File: config.mk
export PLATFORM = sky130hd
export DESIGN_NAME = mrhy4_stream_decoder_flat
export DESIGN_NICKNAME = d
export VERILOG_FILES = /design/src/rtl/mrhy4_stream_decoder_if.sv /design/src/rtl/mrhy4_stream_decoder.sv /design/src/flat_wrapper.sv
export SDC_FILE = /design/constraint.sdc
export NUM_CORES = 1
export LEC_CHECK = 0
export ABC_AREA = 1
export CORE_UTILIZATION = 49
export CTS_CLUSTER_SIZE = 20
export DETAILED_ROUTE_END_ITERATION = 16
export PLACE_DENSITY = 0.82
export SYNTH_ARGS = -nofsm -noshare
export SYNTH_HDL_FRONTEND = slang
export SYNTH_SLANG_ARGS = --single-unit
export TNS_END_PERCENT = 50
File: constraint.sdc
create_clock -name clk -period 2.9 [get_ports clk]
set_input_delay 0.58 -clock clk [delete_from_list [all_inputs] [get_ports clk]]
set_output_delay 0.58 -clock clk [all_outputs]
set_load 0.005 [all_outputs]
File: src/rtl/mrhy4_stream_decoder_if.sv
// Handshake bundle between an mrHY4 digit-serial sender and the parallel-word decoder.
// The master drives digits and out_ready; the slave (decoder) returns in_ready and the decoded word.
interface mrhy4_stream_decoder_if #(
  parameter int OUT_W = 9
);
  logic             in_valid;
  logic             in_first;
  logic             n2;
  logic             p;
  logic             pp;
  logic             in_ready;
  logic             out_valid;
  logic             out_ready;
  logic [OUT_W-1:0] out_word;
  logic             out_ovf;
  logic             frame_err;

  modport master (
    output in_valid, in_first, n2, p, pp, out_ready,
    input  in_ready, out_valid, out_word, out_ovf, frame_err
  );

  modport slave (
    input  in_valid, in_first, n2, p, pp, out_ready,
    output in_ready, out_valid, out_word, out_ovf, frame_err
  );
endinterface

File: src/rtl/mrhy4_stream_decoder.sv
// Reassembles LSD-first redundant radix-4 mrHY4 digit frames into saturated two's-complement words.
// Only the digit that would complete a frame stalls, and only while the previous word is still unread.
module mrhy4_stream_decoder #(
  parameter int DIGITS = 4,
  parameter int OUT_W  = 2*DIGITS+1
) (
  input logic                   clk,
  input logic                   rst,
  mrhy4_stream_decoder_if.slave bus
);
  localparam int AW = 2*DIGITS+2;
  localparam int CW = $clog2(DIGITS);
  localparam int SW = AW + OUT_W;
  localparam logic [CW-1:0] LAST = CW'(DIGITS-1);
  localparam logic signed [SW-1:0] MAX_POS = (SW'(1) << (OUT_W-1)) - SW'(1);
  localparam logic signed [SW-1:0] MAX_NEG = -(SW'(1) << (OUT_W-1));

  typedef enum logic {IDLE, ACC} StateT;

  StateT                   r_state;
  logic [CW-1:0]           r_cnt;
  logic signed [AW-1:0]    r_acc;
  logic [OUT_W-1:0]        r_outWord;
  logic                    r_outOvf;
  logic                    r_outValid;
  logic                    r_frameErr;

  logic signed [2:0]       w_digit;
  logic signed [AW-1:0]    w_digitExt;
  logic signed [AW-1:0]    w_digitShifted;
  logic signed [AW-1:0]    w_sum;
  logic signed [SW-1:0]    w_sumExt;
  logic                    w_posSat;
  logic                    w_negSat;
  logic [OUT_W-1:0]        w_satWord;
  logic                    w_lastPos;
  logic                    w_inReady;
  logic                    w_xfer;

  // Digit value pp + p - 2*n2 always fits in 3 signed bits (-2..+2).
  assign w_digit        = 3'(bus.pp) + 3'(bus.p) - {1'b0, bus.n2, 1'b0};
  assign w_digitExt     = {{(AW-3){w_digit[2]}}, w_digit};
  assign w_digitShifted = w_digitExt << {r_cnt, 1'b0};
  assign w_sum          = r_acc + w_digitShifted;
  assign w_sumExt       = {{OUT_W{w_sum[AW-1]}}, w_sum};

  assign w_posSat  = w_sumExt > MAX_POS;
  assign w_negSat  = w_sumExt < MAX_NEG;
  assign w_satWord = w_posSat ? {1'b0, {(OUT_W-1){1'b1}}} :
                     w_negSat ? {1'b1, {(OUT_W-1){1'b0}}} :
                                w_sumExt[OUT_W-1:0];

  assign w_lastPos = (r_state == ACC) && (r_cnt == LAST);
  assign w_inReady = ~(w_lastPos & r_outValid & ~bus.out_ready);
  assign w_xfer    = bus.in_valid & w_inReady;

  assign bus.in_ready  = w_inReady;
  assign bus.out_valid = r_outValid;
  assign bus.out_word  = r_outWord;
  assign bus.out_ovf   = r_outOvf;
  assign bus.frame_err = r_frameErr;

  // A completing digit loads the output register; that load overrides the consumer clearing out_valid.
  always_ff @(posedge clk) begin
    if (rst) begin
      r_state    <= IDLE;
      r_cnt      <= '0;
      r_acc      <= '0;
      r_outWord  <= '0;
      r_outOvf   <= 1'b0;
      r_outValid <= 1'b0;
      r_frameErr <= 1'b0;
    end else begin
      r_frameErr <= 1'b0;
      if (r_outValid && bus.out_ready) begin
        r_outValid <= 1'b0;
      end
      if (w_xfer) begin
        if (bus.in_first) begin
          r_frameErr <= (r_state == ACC);
          r_acc      <= w_digitExt;
          r_cnt      <= CW'(1);
          r_state    <= ACC;
        end else if (r_state == IDLE) begin
          r_frameErr <= 1'b1;
        end else if (r_cnt == LAST) begin
          r_outWord  <= w_satWord;
          r_outOvf   <= w_posSat | w_negSat;
          r_outValid <= 1'b1;
          r_state    <= IDLE;
          r_cnt      <= '0;
          r_acc      <= '0;
        end else begin
          r_acc <= w_sum;
          r_cnt <= r_cnt + CW'(1);
        end
      end
    end
  end
endmodule

File: src/flat_wrapper.sv
// flat-port wrapper written by rule: the top's interface ports become plain ports
module mrhy4_stream_decoder_flat 
#(
  parameter int DIGITS = 4,
  parameter int OUT_W  = 2*DIGITS+1
)
  (clk, rst, bus_in_valid, bus_in_first, bus_n2, bus_p, bus_pp, bus_out_ready, bus_in_ready, bus_out_valid, bus_out_word, bus_out_ovf, bus_frame_err);
  mrhy4_stream_decoder_if #(.OUT_W(OUT_W)) bus_i ();
  input logic clk;
  input logic rst;
  input wire logic [$bits(bus_i.in_valid)-1:0] bus_in_valid;
  input wire logic [$bits(bus_i.in_first)-1:0] bus_in_first;
  input wire logic [$bits(bus_i.n2)-1:0] bus_n2;
  input wire logic [$bits(bus_i.p)-1:0] bus_p;
  input wire logic [$bits(bus_i.pp)-1:0] bus_pp;
  input wire logic [$bits(bus_i.out_ready)-1:0] bus_out_ready;
  output wire logic [$bits(bus_i.in_ready)-1:0] bus_in_ready;
  output wire logic [$bits(bus_i.out_valid)-1:0] bus_out_valid;
  output wire logic [$bits(bus_i.out_word)-1:0] bus_out_word;
  output wire logic [$bits(bus_i.out_ovf)-1:0] bus_out_ovf;
  output wire logic [$bits(bus_i.frame_err)-1:0] bus_frame_err;
  assign bus_i.in_valid = bus_in_valid;
  assign bus_i.in_first = bus_in_first;
  assign bus_i.n2 = bus_n2;
  assign bus_i.p = bus_p;
  assign bus_i.pp = bus_pp;
  assign bus_i.out_ready = bus_out_ready;
  assign bus_in_ready = bus_i.in_ready;
  assign bus_out_valid = bus_i.out_valid;
  assign bus_out_word = bus_i.out_word;
  assign bus_out_ovf = bus_i.out_ovf;
  assign bus_frame_err = bus_i.frame_err;
  mrhy4_stream_decoder #(.DIGITS(DIGITS), .OUT_W(OUT_W)) u_core (.clk(clk), .rst(rst), .bus(bus_i));
endmodule
== Word level (Yosys, flattened, before mapping) ==
Cells that the tools add are included.
Storage, ports and cells
  bits in registers: 25
  input bits: 8
  output and inout port bits: 13
  logic and storage cells: 47
Operators by class
  $add $sub $neg: 4
  magnitude comparators: 2
  eq/ne operators: 1
  shift-type cells: 1
  muxes and demuxes: 18
  bitwise operators: 8
  reductions and logical operators: 6
Operator list (number)
  $mux W10: 3
  $mux W9: 2
  $add A10 B10 Y10: 1
  $gt A10 B9 Y1 const B: 1
  $lt A10 B9 Y1 const B: 1
  $mux W1: 10
  $shl A10 B3 Y10: 1
  $mux W2: 3
  $not A1 Y1: 4
  $reduce_and A4 Y1: 1
  $and A1 B1 Y1: 3
  $sub A3 B2 Y3: 1
  $add A1 B1 Y2: 1
  $add A2 B1 Y2 const B: 1
  $eq A2 B2 Y1 const B: 1
  $logic_and A1 B1 Y1: 2
  $reduce_and A2 Y1: 1
  $reduce_bool A2 Y1: 1
  $reduce_or A2 Y1: 1
  $or A1 B1 Y1: 1

== Depth between registers and ports, before layout ==
  depth after elaboration: 8
  depth in mapped cells: 20
  mapped depth without buffers: 20

== Worst setup path before layout ==
No wires, ideal clock.
  path type: input-to-reg
  start: input bus_pp
  end: register u_core.r_outOvf, in the netlist u_core.bus.out_ovf
  library setup time: 109 ps
  arrival time: 2666 ps
  required time: 2791 ps
  path slack: 125 ps
  cell stages on the path: 17
  path buffers: 0
  cell sequence: ha_1 > inv_1 > ha_1 > or2_2 > o21ai_0 > a21oi_1 > ha_1 > nand2_2 > inv_1 > a21oi_1 > nand4_2 > nand3_2 > inv_2 > nor2_4 > nand2_1 > nand2_1 > inv_1
Between the ends
  word-level cells in the longest chain between the ends: 6
  elaborated cells on any way between the ends: 7
  classes of those cells: add/sub: 3; order compare: 2; shift: 1; bitwise: 1
RTL lines
  from (decl): RTL line flat_wrapper.sv:15  | input wire logic [$bits(bus_i.pp)-1:0] bus_pp;
  $add A1 B1 Y2 (*): RTL line mrhy4_stream_decoder.sv:41  | assign w_digit = 3'(bus.pp) + 3'(bus.p) - {1'b0, bus.n2, 1'b0};
  $sub A3 B2 Y3 (*): RTL line mrhy4_stream_decoder.sv:41
  $shl A10 B3 Y10 (*): RTL line mrhy4_stream_decoder.sv:43  | assign w_digitShifted = w_digitExt << {r_cnt, 1'b0};
  $add A10 B10 Y10 (*): RTL line mrhy4_stream_decoder.sv:44  | assign w_sum = r_acc + w_digitShifted;
  $gt A10 B9 Y1 / $lt A10 B9 Y1 (equally long branches): RTL line mrhy4_stream_decoder.sv:47, mrhy4_stream_decoder.sv:48
  $or A1 B1 Y1 (*): RTL line mrhy4_stream_decoder.sv:88  | r_outOvf <= w_posSat | w_negSat;
  to (signal assigned): RTL line mrhy4_stream_decoder.sv:88
  to (decl): RTL line mrhy4_stream_decoder.sv:24  | logic r_outOvf;
Every way passes the cells marked *; elsewhere a longest branch is shown, timed or not.
A chain may end at the register's enable or synchronous reset.

== Worst setup path after layout ==
  start: input bus_n2
  end: register u_core.r_outOvf, in the netlist u_core.bus.out_ovf
Between the ends
  word-level cells in the longest chain between the ends: 5
  elaborated cells on any way between the ends: 6
  classes of those cells: add/sub: 2; order compare: 2; shift: 1; bitwise: 1
RTL lines
  from (decl): RTL line flat_wrapper.sv:13  | input wire logic [$bits(bus_i.n2)-1:0] bus_n2;
  $sub A3 B2 Y3 (*): RTL line mrhy4_stream_decoder.sv:41
  $shl A10 B3 Y10 (*): RTL line mrhy4_stream_decoder.sv:43
  $add A10 B10 Y10 (*): RTL line mrhy4_stream_decoder.sv:44
  $gt A10 B9 Y1 / $lt A10 B9 Y1 (equally long branches): RTL line mrhy4_stream_decoder.sv:47, mrhy4_stream_decoder.sv:48
  $or A1 B1 Y1 (*): RTL line mrhy4_stream_decoder.sv:88
Marks and branches as above.

==> run_results.csv <==
group,metric,value,unit
floorplanning,core_area,3050,µm²
routing,top_layer,"met3",
grt,global_route.overflow_total,0,
worst_setup_path,timing.critical_path.arrival,3000,ps
worst_setup_path,timing.critical_path.slowest_cell_delay,410,ps
hold_path,hp-class,"reg -> reg",
clocking,numClockSinks,25,
run_status,run_status,"complete, no violations",
worst_setup_path,crit_path_start,"bus_n2",
power_and_ir_drop,max-vdd-ir-drop,0.376,mV
clocking,cts.reportedPaths.clkPinSlew,130,ps
floorplanning,design.portCount,21,
hold_path,holdCritStartpoint,"u_core.bus.out_word[0]$_SDFFE_PP0P_",
routing,finalWirelength,3740,µm
worst_setup_path,r2r_start,"u_core.r_cnt[1]$_SDFFE_PP0P_",
synthesis,yosys_warnings,0,
worst_setup_path,setup.worst_path.end_class,"flop",
grt,number_of_global_route_vias_before_repair,1468,
floorplanning,die_width,58.9,µm
clocking,clk_latency,310,ps
floorplanning,dieArea,3470,µm²
routing,vias_per_cell,5.07,
synthesis,post_synth_instance_area,1590,µm²
worst_setup_path,worst_path_max_delay_cell,"sky130_fd_sc_hd__clkdlybuf4s50_1",
worst_setup_path,cp_max_fo,6,
routing,avgRoutedWirePerCell,11.9,µm
grt,grt_start_max_net_pins,20,
worst_setup_path,critical_path_class,"in -> reg",
sta,layout_worst_path_cycle_share,96.1,%
grt,gr_util_all_layers,23.0,%
worst_setup_path,top_delay_family_on_crit_path,"simple AND/OR/NAND/NOR gates",
sta,timing_worst_slew_pin_value,642,ps
routing,dr_wl_met3,154,µm
routing,route.antenna.remaining_nets,0,
clocking,postCtsHoldBufs,0,
clocking,htreeDepth,1,
sta,max_clock_freq,359,MHz
floorplanning,die_h,58.9,µm
cells_and_area,syn_to_final_growth,32.9,%
worst_setup_path,worstPathCellList,"clkdlybuf4s50_1 > ha_2 > or2_4 > o21ai_2 > buf_4 > nor2_1 > ha_1 > nand2_1 > nor2_1 > nand3_2 > nand3_2 > nand2_4 > nand3_4 > inv_2 > nor2_4 > nand2_1 > nand2_1 > inv_1",
routing,via_count,1596,
worst_setup_path,worstSetupStartpointType,"input pin",
place,dpl.hpwl,2880,µm
clocking,cts_buffers,3,
worst_setup_path,critPathRequiredTime,3120,ps
clocking,tritoncts,"built",
sta,final.setup_skew,13.1,ps
routing,route.layer.met1.wl,1730,µm
grt,antenna_found_initial,0,
flow_run,maxCapViolations,0,
worst_setup_path,critical_path.most_common_cell,"sky130_fd_sc_hd__nand2_1",
synthesis,synth-seq-area-share,31.5,%
routing,post-route-drc-count,0,
clocking,cts_root_buf,"sky130_fd_sc_hd__clkbuf_4",
cells_and_area,antenna_cells_inserted,0,
sta,grt_setup_unrepaired,"false",
cells_and_area,finish.instance_area,2110,µm²
sta,final_max_slew_viol_count,0,
sta,report.final.setup_viol,0,
cells_and_area,finalNetCount,294,
sta,hold_viol_final,0,
place,placement_cell_area,1970,µm²
sta,finalHoldWorstSlack,478,ps
power_and_ir_drop,power_leakage,0.00101,µW
clocking,clock_path_buffers,2,
grt,grt_pass1_wl,6150,µm
sta,timing.final.crit_period,2790,ps
place,port_buffers,20,
routing,initialDrtViolationCount,102,
routing,wl_met2,1850,µm
floorplanning,start_util,52.0,%
floorplanning,num_rows,20,
sta,relSlewSlack,57.0,%
synthesis,synthesis.instances,229,
synthesis,net_count_after_synthesis,251,
synthesis,synth_cell_types,28,
power_and_ir_drop,cellPowerDensity,414,nW/µm²
cells_and_area,layout-drive-gt1-share,21.4,%
synthesis,avg_inst_size_synth,6.93,µm²
worst_setup_path,cp.buffers_inverters,4,
place,routabilityCongestion,0.895,
synthesis,yosys_register_bits,25,
routing,drt_pass1_iterations,4,
==> cells by family (layout without fill, tap and decap cells) <==
logic type / Yosys count / after routing / synth area share (%)
xor+xnor: 6 / 6 / 3.31
buf+inv: 34 / 76 / 8.27
compound gates: 57 / 57 / 19.4
simple gates: 93 / 93 / 26.0
flops: 25 / 25 / 31.5
fa+ha+maj: 14 / 14 / 11.5
==> path summary, 6_finish.rpt <==
check	end	slack, ps	cells after the start
setup / recovery	u_core.bus.out_ovf$_SDFFE_PP0P_	110	18
hold / removal	u_core.bus.out_word[0]$_SDFFE_PP0P_	480	2
setup reg to reg	u_core.bus.out_word[1]$_SDFFE_PP0P_	510	12
hold reg to reg	u_core.bus.out_word[0]$_SDFFE_PP0P_	480	2
==> flip-flops by register name (all words and copies together), names as in the netlist <==
register / cells
u_core.bus.frame_err: 1
u_core.bus.out_ovf: 1
u_core.bus.out_valid: 1
u_core.bus.out_word: 9
u_core.r_acc: 10
u_core.r_cnt: 2
u_core.r_state: 1
==> final cells by class <==
cell class / count / area, µm²
Clock buffer: 4 / 26.3
Fill cell: 260 / 942
Inverter: 31 / 116
Multi-Input combinational cell: 170 / 1060
Sequential cell: 25 / 500
Tap cell: 44 / 55.1
Timing Repair Buffer: 41 / 355
==> power by group <==
part           leakage (µW)  internal (µW)  switching, µW  total [µW]
sequential         0.000204            359           12.9         372
clock             0.0000150           53.7           95.5         149
combinational      0.000792            151            201         352
total               0.00101            564            309         873
==> routing by layer <==
layer / GRT usage (%) / up-vias
met5: 0 / -
met2: 42.7 / 32
li1: - / 831
met1: 28.8 / 733
met4: 1.36 / 0
met3: 4.18 / 0
==> through the flow <==
stage / setup TNS, ps / cells / power, µW / setup WS [ps] / utilization, %
5_1_grt: 0 / 315 / 928 / 1.52 / 69.1
4_1_cts: 0 / 315 / 869 / 116 / 68.6
2_1_floorplan: 0 / 229 / 575 / 125 / -
3_3_place_gp: -6240 / 309 / 683 / -446 / 64.5
6_report: 0 / 315 / 873 / 113 / 69.1
3_5_place_dp: -6890 / 309 / 689 / -503 / 64.5
==> worst reg2reg max path, cell delays in order (launching register included) <==
cell                      delay [ps]
sky130_fd_sc_hd__dfxtp_1         630
sky130_fd_sc_hd__nor2_1          110
sky130_fd_sc_hd__ha_1            230
sky130_fd_sc_hd__fa_1            400
sky130_fd_sc_hd__nand3_1         110
sky130_fd_sc_hd__nand2_2          70
sky130_fd_sc_hd__nand2_1          90
sky130_fd_sc_hd__nand3_1          90
sky130_fd_sc_hd__nand2_2         110
sky130_fd_sc_hd__inv_1           100
sky130_fd_sc_hd__a21oi_4         190
sky130_fd_sc_hd__nand2_2          70
sky130_fd_sc_hd__a21oi_2         140
==> repair_timing <==
item	4_1_cts	5_1_grt
pin swaps	23	6
endpoints found under the setup margin	15	9
resized for setup	26	4
setup buffers	2	0
hold endpoints to repair	0	0
==> synthesized netlist by cell type <==
master,instances,area [µm²]
sky130_fd_sc_hd__o21ai_0,19,95.1
sky130_fd_sc_hd__buf_4,1,7.51
sky130_fd_sc_hd__o21a_1,2,15.0
sky130_fd_sc_hd__a31oi_1,2,12.5
sky130_fd_sc_hd__o22ai_1,1,6.26
sky130_fd_sc_hd__nand4_2,1,12.5
sky130_fd_sc_hd__nand2_1,58,218
sky130_fd_sc_hd__nor2_4,2,22.5
sky130_fd_sc_hd__a21oi_1,27,135
sky130_fd_sc_hd__nand3_2,2,20.0
sky130_fd_sc_hd__inv_1,28,105
sky130_fd_sc_hd__dfxtp_1,25,500
sky130_fd_sc_hd__a22oi_1,1,7.51
sky130_fd_sc_hd__or3_1,1,6.26
sky130_fd_sc_hd__inv_2,2,7.51
sky130_fd_sc_hd__a21oi_2,3,26.3
sky130_fd_sc_hd__xnor2_1,2,17.5
sky130_fd_sc_hd__clkinv_1,1,3.75
sky130_fd_sc_hd__o21ai_1,2,10.0
sky130_fd_sc_hd__nand2_2,5,31.3
sky130_fd_sc_hd__ha_1,13,163
sky130_fd_sc_hd__xor2_1,4,35.0
sky130_fd_sc_hd__clkbuf_1,2,7.51
sky130_fd_sc_hd__nor2_1,16,60.1
sky130_fd_sc_hd__fa_1,1,20.0
sky130_fd_sc_hd__or2_2,1,6.26
sky130_fd_sc_hd__or2_1,1,6.26
sky130_fd_sc_hd__nand3_1,6,30.0
==> cells in the final DEF, fill, tap and decap left out, types with 3 or more instances in the layout <==
master,Yosys,layout
sky130_fd_sc_hd__nand2_1,58,53
sky130_fd_sc_hd__inv_1,28,26
sky130_fd_sc_hd__dfxtp_1,25,25
sky130_fd_sc_hd__a21oi_1,27,23
sky130_fd_sc_hd__buf_4,1,21
sky130_fd_sc_hd__clkdlybuf4s50_1,0,18
sky130_fd_sc_hd__o21ai_0,19,17
sky130_fd_sc_hd__nor2_1,16,15
sky130_fd_sc_hd__ha_1,13,11
sky130_fd_sc_hd__nand2_2,5,8
sky130_fd_sc_hd__a21oi_2,3,5
sky130_fd_sc_hd__inv_2,2,4
sky130_fd_sc_hd__xor2_1,4,4
sky130_fd_sc_hd__nand3_1,6,4
sky130_fd_sc_hd__nor2_4,2,3
sky130_fd_sc_hd__nand3_2,2,3
sky130_fd_sc_hd__clkbuf_4,0,3
Power figures use the tool's default switching activity.
